==> src/rtl/simon_pkg.sv <==
// Shared types and sizing for the Simon game blocks: sequencer state encoding,
// level/memory widths and the colour index width.
package simon_pkg;

    localparam int LEVEL_W   = 4;
    localparam int MAX_LEVEL = 10;
    localparam int NUM_LEDS  = 4;
    localparam int IDX_W     = 2;

    typedef enum logic [2:0] {
        IDLE      = 3'd0,
        FETCH     = 3'd1,
        WAIT_DATA = 3'd2,
        ON        = 3'd3,
        OFF       = 3'd4,
        FINISH    = 3'd5,
        HOLD      = 3'd6
    } blink_state_t;

    function automatic logic [LEVEL_W-1:0] clamp_level(input logic [LEVEL_W-1:0] lvl);
        return (lvl > LEVEL_W'(MAX_LEVEL)) ? LEVEL_W'(MAX_LEVEL) : lvl;
    endfunction

endpackage

==> src/rtl/blink_sequencer_if.sv <==
// Sequence memory read port: strobe and address out, colour index back one
// cycle after the strobe.
interface blink_sequencer_if;
    import simon_pkg::*;

    logic               mem_rd_en;
    logic [LEVEL_W-1:0] mem_addr;
    logic [IDX_W-1:0]   mem_data;

    modport master (output mem_rd_en, output mem_addr, input mem_data);
    modport slave  (input mem_rd_en, input mem_addr, output mem_data);

endinterface

==> src/rtl/blink_sequencer_led_decoder.sv <==
// Colour index to one-hot LED drive with enable; also usable for button echo.
module led_decoder #(
    parameter int IDX_W    = 2,
    parameter int NUM_LEDS = 4
) (
    input  logic [IDX_W-1:0]    i_idx,
    input  logic                i_en,
    output logic [NUM_LEDS-1:0] o_onehot
);

    always_comb begin
        o_onehot = '0;
        if (i_en) begin
            o_onehot[i_idx] = 1'b1;
        end
    end

endmodule

==> src/rtl/blink_sequencer.sv <==
// Plays the stored sequence on the LEDs for the current level, then pulses
// blinker_done. Optional macro BLINK_SPEEDUP_EN shortens the on-time at higher levels.
module blink_sequencer
    import simon_pkg::*;
#(
    parameter int ON_CYCLES  = 4,
    parameter int OFF_CYCLES = 2
) (
    input  logic                 clk,
    input  logic                 reset,
    input  logic                 start,
    input  logic [LEVEL_W-1:0]   level,
    blink_sequencer_if.master    mem,
    output logic [NUM_LEDS-1:0]  led,
    output logic                 busy,
    output logic                 blinker_done
);

    localparam int CNT_MAX = (ON_CYCLES > OFF_CYCLES) ? ON_CYCLES : OFF_CYCLES;
    localparam int CNT_W   = $clog2(CNT_MAX + 1);

    blink_state_t       r_state, w_state_nxt;
    logic [LEVEL_W-1:0] r_idx, w_idx_nxt;
    logic [LEVEL_W-1:0] r_len, w_len_nxt;
    logic [CNT_W-1:0]   r_cnt, w_cnt_nxt;
    logic [IDX_W-1:0]   r_colour, w_colour_nxt;
    logic [LEVEL_W-1:0] w_level_clamped;
    logic [CNT_W-1:0]   w_on_last;
    logic               w_last;
    logic               w_led_en;

`ifdef BLINK_SPEEDUP_EN
    // On-time halves every four levels, never below one cycle.
    logic [31:0] w_on_eff;
    always_comb begin
        w_on_eff = 32'(ON_CYCLES) >> r_len[LEVEL_W-1:2];
        if (w_on_eff == 32'd0) begin
            w_on_eff = 32'd1;
        end
    end
    assign w_on_last = CNT_W'(w_on_eff - 32'd1);
`else
    assign w_on_last = CNT_W'(ON_CYCLES - 1);
`endif

    assign w_level_clamped = clamp_level(level);
    assign w_last          = (r_idx == r_len - LEVEL_W'(1));

    always_ff @(posedge clk) begin
        if (reset) begin
            r_state  <= IDLE;
            r_idx    <= '0;
            r_len    <= '0;
            r_cnt    <= '0;
            r_colour <= '0;
        end else begin
            r_state  <= w_state_nxt;
            r_idx    <= w_idx_nxt;
            r_len    <= w_len_nxt;
            r_cnt    <= w_cnt_nxt;
            r_colour <= w_colour_nxt;
        end
    end

    // Dropping start anywhere in FETCH..OFF abandons playback without a done pulse.
    always_comb begin
        w_state_nxt  = r_state;
        w_idx_nxt    = r_idx;
        w_len_nxt    = r_len;
        w_cnt_nxt    = r_cnt;
        w_colour_nxt = r_colour;
        case (r_state)
            IDLE: begin
                if (start) begin
                    w_len_nxt   = w_level_clamped;
                    w_idx_nxt   = '0;
                    w_state_nxt = (w_level_clamped == '0) ? FINISH : FETCH;
                end
            end
            FETCH: begin
                w_state_nxt = start ? WAIT_DATA : IDLE;
            end
            WAIT_DATA: begin
                if (!start) begin
                    w_state_nxt = IDLE;
                end else begin
                    w_colour_nxt = mem.mem_data;
                    w_cnt_nxt    = '0;
                    w_state_nxt  = ON;
                end
            end
            ON: begin
                if (!start) begin
                    w_state_nxt = IDLE;
                end else if (r_cnt == w_on_last) begin
                    w_cnt_nxt   = '0;
                    w_state_nxt = OFF;
                end else begin
                    w_cnt_nxt = r_cnt + CNT_W'(1);
                end
            end
            OFF: begin
                if (!start) begin
                    w_state_nxt = IDLE;
                end else if (r_cnt == CNT_W'(OFF_CYCLES - 1)) begin
                    w_cnt_nxt = '0;
                    if (w_last) begin
                        w_state_nxt = FINISH;
                    end else begin
                        w_idx_nxt   = r_idx + LEVEL_W'(1);
                        w_state_nxt = FETCH;
                    end
                end else begin
                    w_cnt_nxt = r_cnt + CNT_W'(1);
                end
            end
            FINISH: begin
                w_state_nxt = HOLD;
            end
            HOLD: begin
                if (!start) begin
                    w_state_nxt = IDLE;
                end
            end
            default: begin
                w_state_nxt = IDLE;
            end
        endcase
    end

    assign mem.mem_rd_en = (r_state == FETCH);
    assign mem.mem_addr  = r_idx;
    assign busy          = (r_state != IDLE);
    assign blinker_done  = (r_state == FINISH);
    assign w_led_en      = (r_state == ON);

    led_decoder #(
        .IDX_W    (IDX_W),
        .NUM_LEDS (NUM_LEDS)
    ) u_led_decoder (
        .i_idx    (r_colour),
        .i_en     (w_led_en),
        .o_onehot (led)
    );

endmodule
==> src/flat_wrapper.sv <==
// flat-port wrapper written by rule: the top's interface ports become plain ports
module blink_sequencer_flat import simon_pkg::*;
#(
    parameter int ON_CYCLES  = 4,
    parameter int OFF_CYCLES = 2
)
  (clk, reset, start, level, led, busy, blinker_done, mem_mem_rd_en, mem_mem_addr, mem_mem_data);
  blink_sequencer_if mem_i ();
  input  logic clk;
  input  logic reset;
  input  logic start;
  input  logic [LEVEL_W-1:0] level;
  output logic [NUM_LEDS-1:0] led;
  output logic busy;
  output logic blinker_done;
  output wire logic [$bits(mem_i.mem_rd_en)-1:0] mem_mem_rd_en;
  output wire logic [$bits(mem_i.mem_addr)-1:0] mem_mem_addr;
  input wire logic [$bits(mem_i.mem_data)-1:0] mem_mem_data;
  assign mem_mem_rd_en = mem_i.mem_rd_en;
  assign mem_mem_addr = mem_i.mem_addr;
  assign mem_i.mem_data = mem_mem_data;
  blink_sequencer #(.ON_CYCLES(ON_CYCLES), .OFF_CYCLES(OFF_CYCLES)) u_core (.clk(clk), .reset(reset), .start(start), .level(level), .mem(mem_i), .led(led), .busy(busy), .blinker_done(blinker_done));
endmodule
==> config.mk <==
export PLATFORM = sky130hd
export DESIGN_NAME = blink_sequencer_flat
export DESIGN_NICKNAME = d
export VERILOG_FILES = /design/src/rtl/simon_pkg.sv /design/src/rtl/blink_sequencer_if.sv /design/src/rtl/blink_sequencer_led_decoder.sv /design/src/rtl/blink_sequencer.sv /design/src/flat_wrapper.sv
export SDC_FILE = /design/constraint.sdc
export NUM_CORES = 1
export LEC_CHECK = 0
export ABC_AREA = 1
export BUFFER_PORTS_ARGS = -buffer_cell sky130_fd_sc_hd__buf_2
export CAP_MARGIN = 20
export CELL_PAD_IN_SITES_DETAIL_PLACEMENT = 1
export CELL_PAD_IN_SITES_GLOBAL_PLACEMENT = 2
export CORE_UTILIZATION = 29
export CTS_CLUSTER_DIAMETER = 50
export DETAILED_ROUTE_END_ITERATION = 7
export PLACE_DENSITY_LB_ADDON = 0.15
export SYNTH_ARGS = -nofsm -noshare
export SYNTH_HDL_FRONTEND = slang
export SYNTH_HIERARCHICAL = 1
export SYNTH_SLANG_ARGS = --single-unit
==> constraint.sdc <==
create_clock -name clk -period 1.9 [get_ports clk]
set_clock_uncertainty 0.1 [all_clocks]
set_input_delay 0.19 -clock clk [delete_from_list [all_inputs] [get_ports clk]]
set_output_delay 0.19 -clock clk [all_outputs]
set_load 0.005 [all_outputs]
==> summary.md, run 1 <==
| Metric | Value |
|---|---|
| Status | finished clean |
| Fill count | 474 |
| Routed len/inst | 12.7 um |
| Antenna Nets Post-Route | 0 |
| Final setup viols | 0 |
| Area of the core | 0.00347 sq mm |
| CP arrival | 1750 ps |
| I/O Buffers | 19 |
| DR vias/cell | 4.75 |
| Worst-Margin Slew | 361 ps |
| WHS | 109 ps |
| Post-synthesis sequential area ratio | 29.2% |
| Max_cap viols | 0 |
| Diode count | 0 |
| DRC | 0 |
| Number of buffers created by CTS | 3 |
| Power, Total | 0.000882 W |
| Pre-CTS setup slack | 110 ps |
| Top achievable clock speed | 585 MHz |
| Power per Cell Area | 684 mW/mm^2 |
| Register area | 322 sq um |
| Setup TNS | 0 ps |
| Via count | 1102 |
| Fraction of layout cells with a size suffix above 1 | 22.6% |
| Register share of total power | 43.9% |
| Final hold violations | 0 |
| Clock transition at path regs | 60 ps |
| Final Max Tran Viols | 0 |
| Grt ovf | 0 |
| Multi-input logic area | 658 sq um |
| H-tree levels | 1 |
| Die ar. | 0.00403 sq mm |
| Switching power | 0.000292 W |
| Global-route wire length before repair | 5020 um |
| Clock power frac | 28.5% |
| Maximum VDD drop | 0.000421 V |
| Syn nets | 180 |
| DPL Wire Length | 2400 um |
| Worst setup margin | 192 ps |
| Combinational share of power | 27.6% |
| Synth-to-layout area growth | 17.7% |
| Vias in the first global route | 1132 |
| Hold Path Class | in -> reg |
| Startpoint Class | flip-flop |
| Post-Route WL | 2950 um |
| Required @ worst endpoint | 1940 ps |
| Sw Ratio | 33.1% |
| Largest net degree at the start of global routing | 12 |
| Postcts setup bufs | 0 |
| Rows | 21 |
| Max clock buf depth | 2 |
| Unrepaired setup endpoints after global routing | no |
| Die Ht | 63.5 um |
| Ys Warns | 6 |
| Ports | 20 |
| Synth Register Bits | 16 |
| Clock tree from TritonCTS | done |
| Clock Latency Late Sink | 240 ps |
| Yosys cell types | 26 |
| Die Span X | 63.5 um |
| Final nets | 203 |
| Total track usage | 15.9% |
| Routability cong. | 0.782 |
| Worst setup EP type | flip-flop |
| Max-slew headroom | 75.7% |
| Fin crit period | 1710 ps |
| DR pass1 iterations | 4 |
| Mapped Avg Cell Area | 6.64 sq um |
| Worst setup path class | reg -> reg |
| Placed Instances | 229 |
| Internal power | 0.000590 W |
| Synth Cell Area | 0.00110 sq mm |
| Mapped Cells | 165 |
| Initial antenna violation count | 0 |
| CP Max Fanout | 5 |
| Initial core utilization | 31.6% |
| Pleak | 0.624 nW |
| Tcrit/Tclk final | 89.9% |
| Final Non-Filler Cells | 232 |
| Root buffer cell | clkbuf_8 |
| CTS sink cnt | 16 |
| Drt initial violations | 35 |
## cell usage in the layout (no fill, tap or decap), types with 4 or more instances in the layout
master / synthesis / layout
a21oi_1: 11 / 11
nand3_1: 5 / 5
dfxtp_1: 16 / 15
ha_1: 6 / 6
buf_2: 0 / 19
o21ai_0: 6 / 6
inv_1: 26 / 26
inv_2: 5 / 5
nand2_1: 35 / 35
nor3_1: 4 / 4
nor2_1: 21 / 20
nand2_2: 4 / 4
nand4_1: 4 / 4
## flip-flops by register name (all words and copies together) (netlist names)
signal               flops
u_core/r_len             4
u_core/r_colour          2
u_core/mem.mem_addr      4
u_core/r_state           3
u_core/r_cnt             3
## Yosys cell counts, drive strengths merged
master,n,area share (%)
nand4,4,2.3
nor3,4,1.8
xnor2,2,1.6
ha,6,6.8
a21oi,11,5.0
xor2,3,2.4
nand3b,1,0.69
o32ai,1,0.80
a211oi,2,1.4
or2,1,0.57
clkbuf,1,0.34
o21ai,8,4.3
inv,31,11
dfxtp,16,29
nand3,9,7.3
nor4,1,0.57
nor2,24,9.4
nand2,39,14
o22ai,1,0.57
## power by group through the flow
stage | Sequential (W) | Combinational [W] | Clock, W
floorplan | 0.000389 | 0.000174 | 0
global placement | 0.000393 | 0.000236 | 0
detailed placement | 0.000395 | 0.000244 | 0
CTS | 0.000387 | 0.000246 | 0.000268
global route | 0.000390 | 0.000281 | 0.000279
finish | 0.000387 | 0.000244 | 0.000251
## metrics by stage
stage               instance area (sq um)  util [%]
detailed placement                   1240      35.9
global placement                     1240      35.9
floorplan                            1100         -
CTS                                  1290      37.1
finish                               1290      37.2
global route                         1290      37.2
## repair_timing
action                     in CTS  in global routing
setup endpoints to repair       0                  4
hold buffers                    0                  0
resized for setup               0                  2
## kinds of logic after synthesis
| group | after synthesis | share of synthesized area (%) |
|---|---|---|
| simple gates | 83 | 36.9 |
| buf+inv | 32 | 11.0 |
| compound gates | 23 | 12.1 |
| flops | 16 | 29.2 |
| fa+ha+maj | 6 | 6.85 |
| xor+xnor | 5 | 4.00 |
## final timing paths
path | from | endpoint | slack, ps | cells after the start
worst max-delay path | u_core/r_len[0]$_SDFFE_PP0P_ | u_core/mem.mem_addr[0]$_SDFFE_PP0P_ | 190 | 12
worst min-delay path | mem_mem_data[1] | u_core/r_colour[1]$_SDFFE_PP0P_ | 110 | 3
worst max register to register | u_core/r_len[0]$_SDFFE_PP0P_ | u_core/mem.mem_addr[0]$_SDFFE_PP0P_ | 190 | 12
worst min register to register | u_core/r_cnt[1]$_SDFFE_PP0P_ | u_core/r_cnt[1]$_SDFFE_PP0P_ | 390 | 2
## per-layer routing
metal / vias to the layer above / wire length, um / GRT usage (%)
li1: 566 / - / -
met1: 515 / 1460 / 19.7
met2: 17 / 1360 / 27.0
met3: 4 / 86 / 3.99
met4: 0 / 44 / 4.55
met5: - / 0 / 0
## final cells by class
cell class | count | area share (%)
sequential | 16 | 24.9
inverter | 31 | 9.02
timing repair buffer | 19 | 7.37
multi-input combinational | 117 | 51.0
clock buffer | 3 | 3.20
tap | 46 | 4.46
## critical path: stages, from the launching register on
cell and delay (ps):
dfxtp_2 340, inv_1 70, ha_1 310, nand2_1 70
inv_1 40, nor2_1 80, nand2_1 70, nor2_2 130
nand3_2 130, nand3_4 110, nand2_1 70, nand2_1 60
nor2_1 40
Power figures use the tool's default switching activity.
==> run 2: changes to the inputs <==
--- a/config.mk
+++ b/config.mk
@@ -10,6 +10,7 @@
 export CAP_MARGIN = 20
 export CELL_PAD_IN_SITES_DETAIL_PLACEMENT = 1
 export CELL_PAD_IN_SITES_GLOBAL_PLACEMENT = 2
+export CORE_ASPECT_RATIO = 0.7
 export CORE_UTILIZATION = 29
 export CTS_CLUSTER_DIAMETER = 50
 export DETAILED_ROUTE_END_ITERATION = 7
==> run 2 against run 1 <==
Net effect:
- count of clock-buffer cells in the layout is 1 higher
- utilization decreased by 0.45 points
- hold slack worse by 3.1 ps
- non-clock buffer count stayed put
- largest cell class unchanged
- largest power group unchanged
- highest routed layer is now met3
==> summary.md, run 2 (synthesized netlist as in run 1, its figures left out) <==
| Metric | Value |
|---|---|
| Max_cap viols | 0 |
| Postcts setup bufs | 0 |
| CTS sink cnt | 16 |
| Final setup viols | 0 |
| DR pass1 iterations | 4 |
| Fill count | 486 |
| Final nets | 203 |
| Rows | 18 |
| Clock Latency Late Sink | 250 ps |
| Final Max Tran Viols | 0 |
| Final design utilization | 36.7% |
| Post-Route WL | 2820 um |
| Crit path max-delay family | simple AND/OR/NAND/NOR gates |
| Routability cong. | 0.752 |
| Hold Path Depth | 3 |
| Maximum VDD drop | 0.000406 V |
| Status | finished clean |
| Worst path buffer plus inverter count | 2 |
| Drt initial violations | 30 |
| Cell count of the worst reg-to-reg path | 12 |
| Synth-to-layout area growth | 19.3% |
| Number of buffers created by CTS | 3 |
| Die Span X | 75.5 um |
| Global-route wire length before repair | 4660 um |
| Max-slew headroom | 76.1% |
| Clock transition at path regs | 60 ps |
| CP most frequent cell | nand2_1 |
| Final Non-Filler Cells | 237 |
| Vias in the first global route | 991 |
| Ports | 20 |
| Largest net degree at the start of global routing | 12 |
| Initial antenna violation count | 0 |
| Setup TNS | 0 ps |
| CP max-delay cell | dfxtp_1 |
| Critical path, cell by cell | inv_1, ha_1, nand2_1, inv_1, nor2_1, nand2_1, nor2_2, nand3_2, nand3_4, nand2_1, nand2_1, nor2_1 |
| Area of the core | 0.00356 sq mm |
| Worst-Margin Slew | 356 ps |
| Unrepaired setup endpoints after global routing | no |
| DRC | 0 |
| Power per Cell Area | 712 mW/mm^2 |
| Die Ht | 53.4 um |
| Die ar. | 0.00403 sq mm |
| Final hold violations | 0 |
| Placed Instances | 233 |
| Power, Total | 0.000930 W |
| Pleak | 0.630 nW |
| Diode count | 0 |
| Total track usage | 15.8% |
| Antenna Nets Post-Route | 0 |
| Fraction of layout cells with a size suffix above 1 | 22.5% |
| Worst setup path class | reg -> reg |
| Worst path depth | 12 |
| WHS | 106 ps |
| Tcrit/Tclk final | 91.8% |
| Initial core utilization | 30.8% |
| Via count | 1066 |
| Max clock buf depth | 2 |
| Root buffer cell | clkbuf_8 |
| Startpoint Class | flip-flop |
| Most common cell after layout, fill and taps aside | nand2_1 |
| CP max stage delay | 340 ps |
| Most frequent cells in the layout | 35 x nand2_1, 26 x inv_1, 20 x nor2_1, 19 x buf_2, 16 x dfxtp_1 |
| Fin crit period | 1750 ps |
| CP Max Fanout | 5 |
| Routed len/inst | 11.9 um |
| DR vias/cell | 4.50 |
| CP arrival | 1790 ps |
| Worst setup EP type | flip-flop |
| I/O Buffers | 19 |
| Grt ovf | 0 |
| H-tree levels | 1 |
| Required @ worst endpoint | 1940 ps |
| Top achievable clock speed | 573 MHz |
| Clock tree from TritonCTS | done |
| DPL Wire Length | 2330 um |
| Hold Path Class | in -> reg |
==> run 2: changes by cell type in the layout (fill, tap and decap cells not counted), sizes merged <==
cell    change
clkbuf      +1
==> run 2: timing repair <==
item                                    in CTS  in global routing
gates resized for setup                      0                  1
hold buffers                                 0                  0
endpoints found under the setup margin       0                  4
==> run 2: final timing paths <==
path / start / endpoint / slack (ps)
max: u_core/r_len[0]$_SDFFE_PP0P_ / u_core/mem.mem_addr[0]$_SDFFE_PP0P_ / 150
min: mem_mem_data[0] / u_core/r_colour[0]$_SDFFE_PP0P_ / 110
max reg2reg: u_core/r_len[0]$_SDFFE_PP0P_ / u_core/mem.mem_addr[0]$_SDFFE_PP0P_ / 150
min reg2reg: u_core/r_cnt[2]$_SDFFE_PP0P_ / u_core/r_cnt[2]$_SDFFE_PP0P_ / 390
==> run 2: area by class of cell <==
type                       count  area [sq um]  share of cell area (%)
timing repair buffer          19          95.1                    7.27
multi-input combinational    117           658                    50.3
sequential                    16           320                    24.5
tap                           50          62.6                    4.78
inverter                      31           116                    8.90
clock buffer                   4          55.1                    4.21
==> run 2: power by group <==
| group | switching, W | internal [W] |
|---|---|---|
| Clock | 0.000118 | 0.000184 |
| Sequential | 0.0000272 | 0.000360 |
| Combinational | 0.000151 | 0.0000902 |
==> run 2: stage by stage <==
step / area (sq um) / setup WS (ps)
global route: 1310 / 3.31
detailed placement: 1250 / 149
CTS: 1310 / 127
global placement: 1250 / 199
floorplan: 1100 / 290
finish: 1310 / 155
==> run 2: worst min-delay path, cell delays in order <==
cell and delay, ps:
buf_2 70, o21ai_0 70, nor2_1 90
==> run 2: metal layers <==
layer / vias to the layer above / global-route usage [%] / wire (um) / part of all wire (%)
met5: - / 0 / 0 / 0
met4: 0 / 2.78 / 0 / 0
met3: 0 / 4.57 / 71 / 2.5
li1: 568 / - / - / -
met1: 488 / 23.2 / 1590 / 56
met2: 10 / 22.8 / 1150 / 41
==> run 3: changes to the inputs <==
--- a/config.mk
+++ b/config.mk
@@ -6,7 +6,7 @@
 export NUM_CORES = 1
 export LEC_CHECK = 0
 export ABC_AREA = 1
-export BUFFER_PORTS_ARGS = -buffer_cell sky130_fd_sc_hd__buf_2
+export BUFFER_PORTS_ARGS = -buffer_cell sky130_fd_sc_hd__clkbuf_2
 export CAP_MARGIN = 20
 export CELL_PAD_IN_SITES_DETAIL_PLACEMENT = 1
 export CELL_PAD_IN_SITES_GLOBAL_PLACEMENT = 2
==> run 3 against run 2 <==
Net effect:
- setup slack improved by 15 ps
- largest cell class unchanged
- sequential share of layout area did not move
- critical path depth did not move
- routed wire length rose by 0.46%
- register-to-register slack barely moved
- first-iteration DRC count rose by 17%
- maximum frequency rose by 0.85%
- clock power rose by 2%
- global-route usage rose by 0.41 points
- sequential power barely moved
- non-clock buffer count did not move
- combinational power barely moved
==> summary.md, run 3 (synthesized netlist as in run 1, its figures left out) <==
| Metric | Value |
|---|---|
| Die Ht | 53.4 um |
| Antenna Nets Post-Route | 0 |
| Fill count | 507 |
| DR vias/cell | 4.55 |
| Diode count | 0 |
| Drt initial violations | 35 |
| Via count | 1079 |
| Largest net degree at the start of global routing | 12 |
| Die ar. | 0.00403 sq mm |
| WHS | 102 ps |
| Fraction of layout cells with a size suffix above 1 | 22.5% |
| Hold Crit Start | mem_mem_data[0] |
| Worst-Margin Slew | 326 ps |
| Required @ worst endpoint | 1950 ps |
| Routed len/inst | 11.9 um |
| CP Max Fanout | 5 |
| Hold Path Class | in -> reg |
| Global routing usage on met3 | 4.57% |
| CTS sink cnt | 16 |
| Cell count of the worst reg-to-reg path | 12 |
| Vias in the first global route | 974 |
| Final Max Tran Viols | 0 |
| Die Span X | 75.5 um |
| I/O Buffers | 19 |
| Top achievable clock speed | 578 MHz |
| Global-route wire length before repair | 4720 um |
| Number of buffers created by CTS | 3 |
| Post-Route WL | 2830 um |
| CTS Hold Buffers Added | 0 |
| DR pass1 iterations | 4 |
| GR Layer Usage met2 | 23.4% |
| Unrepaired setup endpoints after global routing | no |
| Worst setup path class | reg -> reg |
| Pleak | 0.624 nW |
| Most common cell after layout, fill and taps aside | nand2_1 |
| Initial antenna violation count | 0 |
| Synth-to-layout area growth | 19.3% |
| Final nets | 203 |
| Max-slew headroom | 78.0% |
| Worst setup EP type | flip-flop |
| Ports | 20 |
| DRC | 0 |
| Worst Hold Endpoint | u_core/r_colour[0]$_SDFFE_PP0P_ |
| Routability cong. | 0.766 |
| Clock transition at path regs | 70 ps |
| Reg2reg end | u_core/mem.mem_addr[0]$_SDFFE_PP0P_ |
| Maximum VDD drop | 0.000248 V |
| Fin crit period | 1730 ps |
| Max_cap viols | 0 |
| CP arrival | 1780 ps |
| Power per Cell Area | 716 mW/mm^2 |
| Total track usage | 16.2% |
| Tcrit/Tclk final | 91.1% |
| Final hold violations | 0 |
| R2R setup slack | 170 ps |
| Grt ovf | 0 |
| Power, Total | 0.000936 W |
| Postcts setup bufs | 0 |
| Initial core utilization | 30.8% |
| Gr busiest metal | met1 |
| Status | finished clean |
| Met1 Resource Use GR | 23.5% |
| RR Startpoint | u_core/r_len[0]$_SDFFE_PP0P_ |
| Final setup viols | 0 |
| Root buffer cell | clkbuf_8 |
| Area of the core | 0.00356 sq mm |
| Hold Path Depth | 3 |
| Max clock buf depth | 2 |
| Startpoint Class | flip-flop |
| H-tree levels | 1 |
| Most frequent cells in the layout | 35 x nand2_1, 26 x inv_1, 20 x nor2_1, 19 x clkbuf_2, 16 x dfxtp_1 |
| Clock Latency Late Sink | 250 ps |
| DPL Wire Length | 2380 um |
| Rows | 18 |
| Setup TNS | 0 ps |
| Clock tree from TritonCTS | done |
==> run 3: how the worst max path moves through the flow <==
stage	start	endpoint	slack, ps	cells past startpoint
floorplan	u_core/r_len[0]$_SDFFE_PP0P_	u_core/mem.mem_addr[1]$_SDFFE_PP0P_	290	12
global placement	u_core/r_len[0]$_SDFFE_PP0P_	u_core/mem.mem_addr[1]$_SDFFE_PP0P_	200	12
detailed placement	u_core/r_len[0]$_SDFFE_PP0P_	u_core/mem.mem_addr[0]$_SDFFE_PP0P_	150	12
CTS	u_core/r_len[0]$_SDFFE_PP0P_	u_core/mem.mem_addr[0]$_SDFFE_PP0P_	150	12
global route	u_core/r_len[0]$_SDFFE_PP0P_	u_core/mem.mem_addr[0]$_SDFFE_PP0P_	10	12
finish	u_core/r_len[0]$_SDFFE_PP0P_	u_core/mem.mem_addr[0]$_SDFFE_PP0P_	170	12
==> run 3: cell type report <==
cell class,count,area [sq um],area share (%)
Clock buffer,4,55.1,4.21
Inverter,31,116,8.90
Multi-Input combinational cell,117,658,50.3
Sequential cell,16,320,24.5
Tap cell,50,62.6,4.78
Timing Repair Buffer,19,95.1,7.27
==> run 3: power by group <==
group	internal [W]	leakage, nW	switching (W)
clock network	0.000184	0.0288	0.000123
registers	0.000360	0.130	0.0000275
logic	0.0000899	0.464	0.000152
total	0.000634	0.624	0.000303
==> run 3: routing by layer <==
layer  vias to the layer above  wire length, um
li1                        564                -
met1                       501             1510
met2                        12             1230
met3                         2               76
met4                         0               10
met5                         -                0
==> run 3: critical path, stage by stage, from the launching register on <==
cell	delay (ps)
dfxtp_1	350
inv_1	80
ha_1	310
nand2_1	70
inv_1	30
nor2_1	70
nand2_1	60
nor2_2	140
nand3_2	150
nand3_4	110
nand2_1	60
nand2_1	50
nor2_1	40
==> run 3: through the flow <==
stage                     instances  area (sq um)  utilization (%)  setup slack (ps)
final                           237          1310             36.7               170
after global routing            237          1310             36.7              11.0
after CTS                       237          1310             36.7               145
after detailed placement        233          1250             35.1               146
after global placement          233          1250             35.1               196
after floorplan                 165          1100                -               290
==> run 3: repair_timing <==
item / in CTS / in global routing
hold endpoints to repair: 0 / 0
gates resized for setup: 0 / 1
endpoints found under the setup margin: 0 / 4
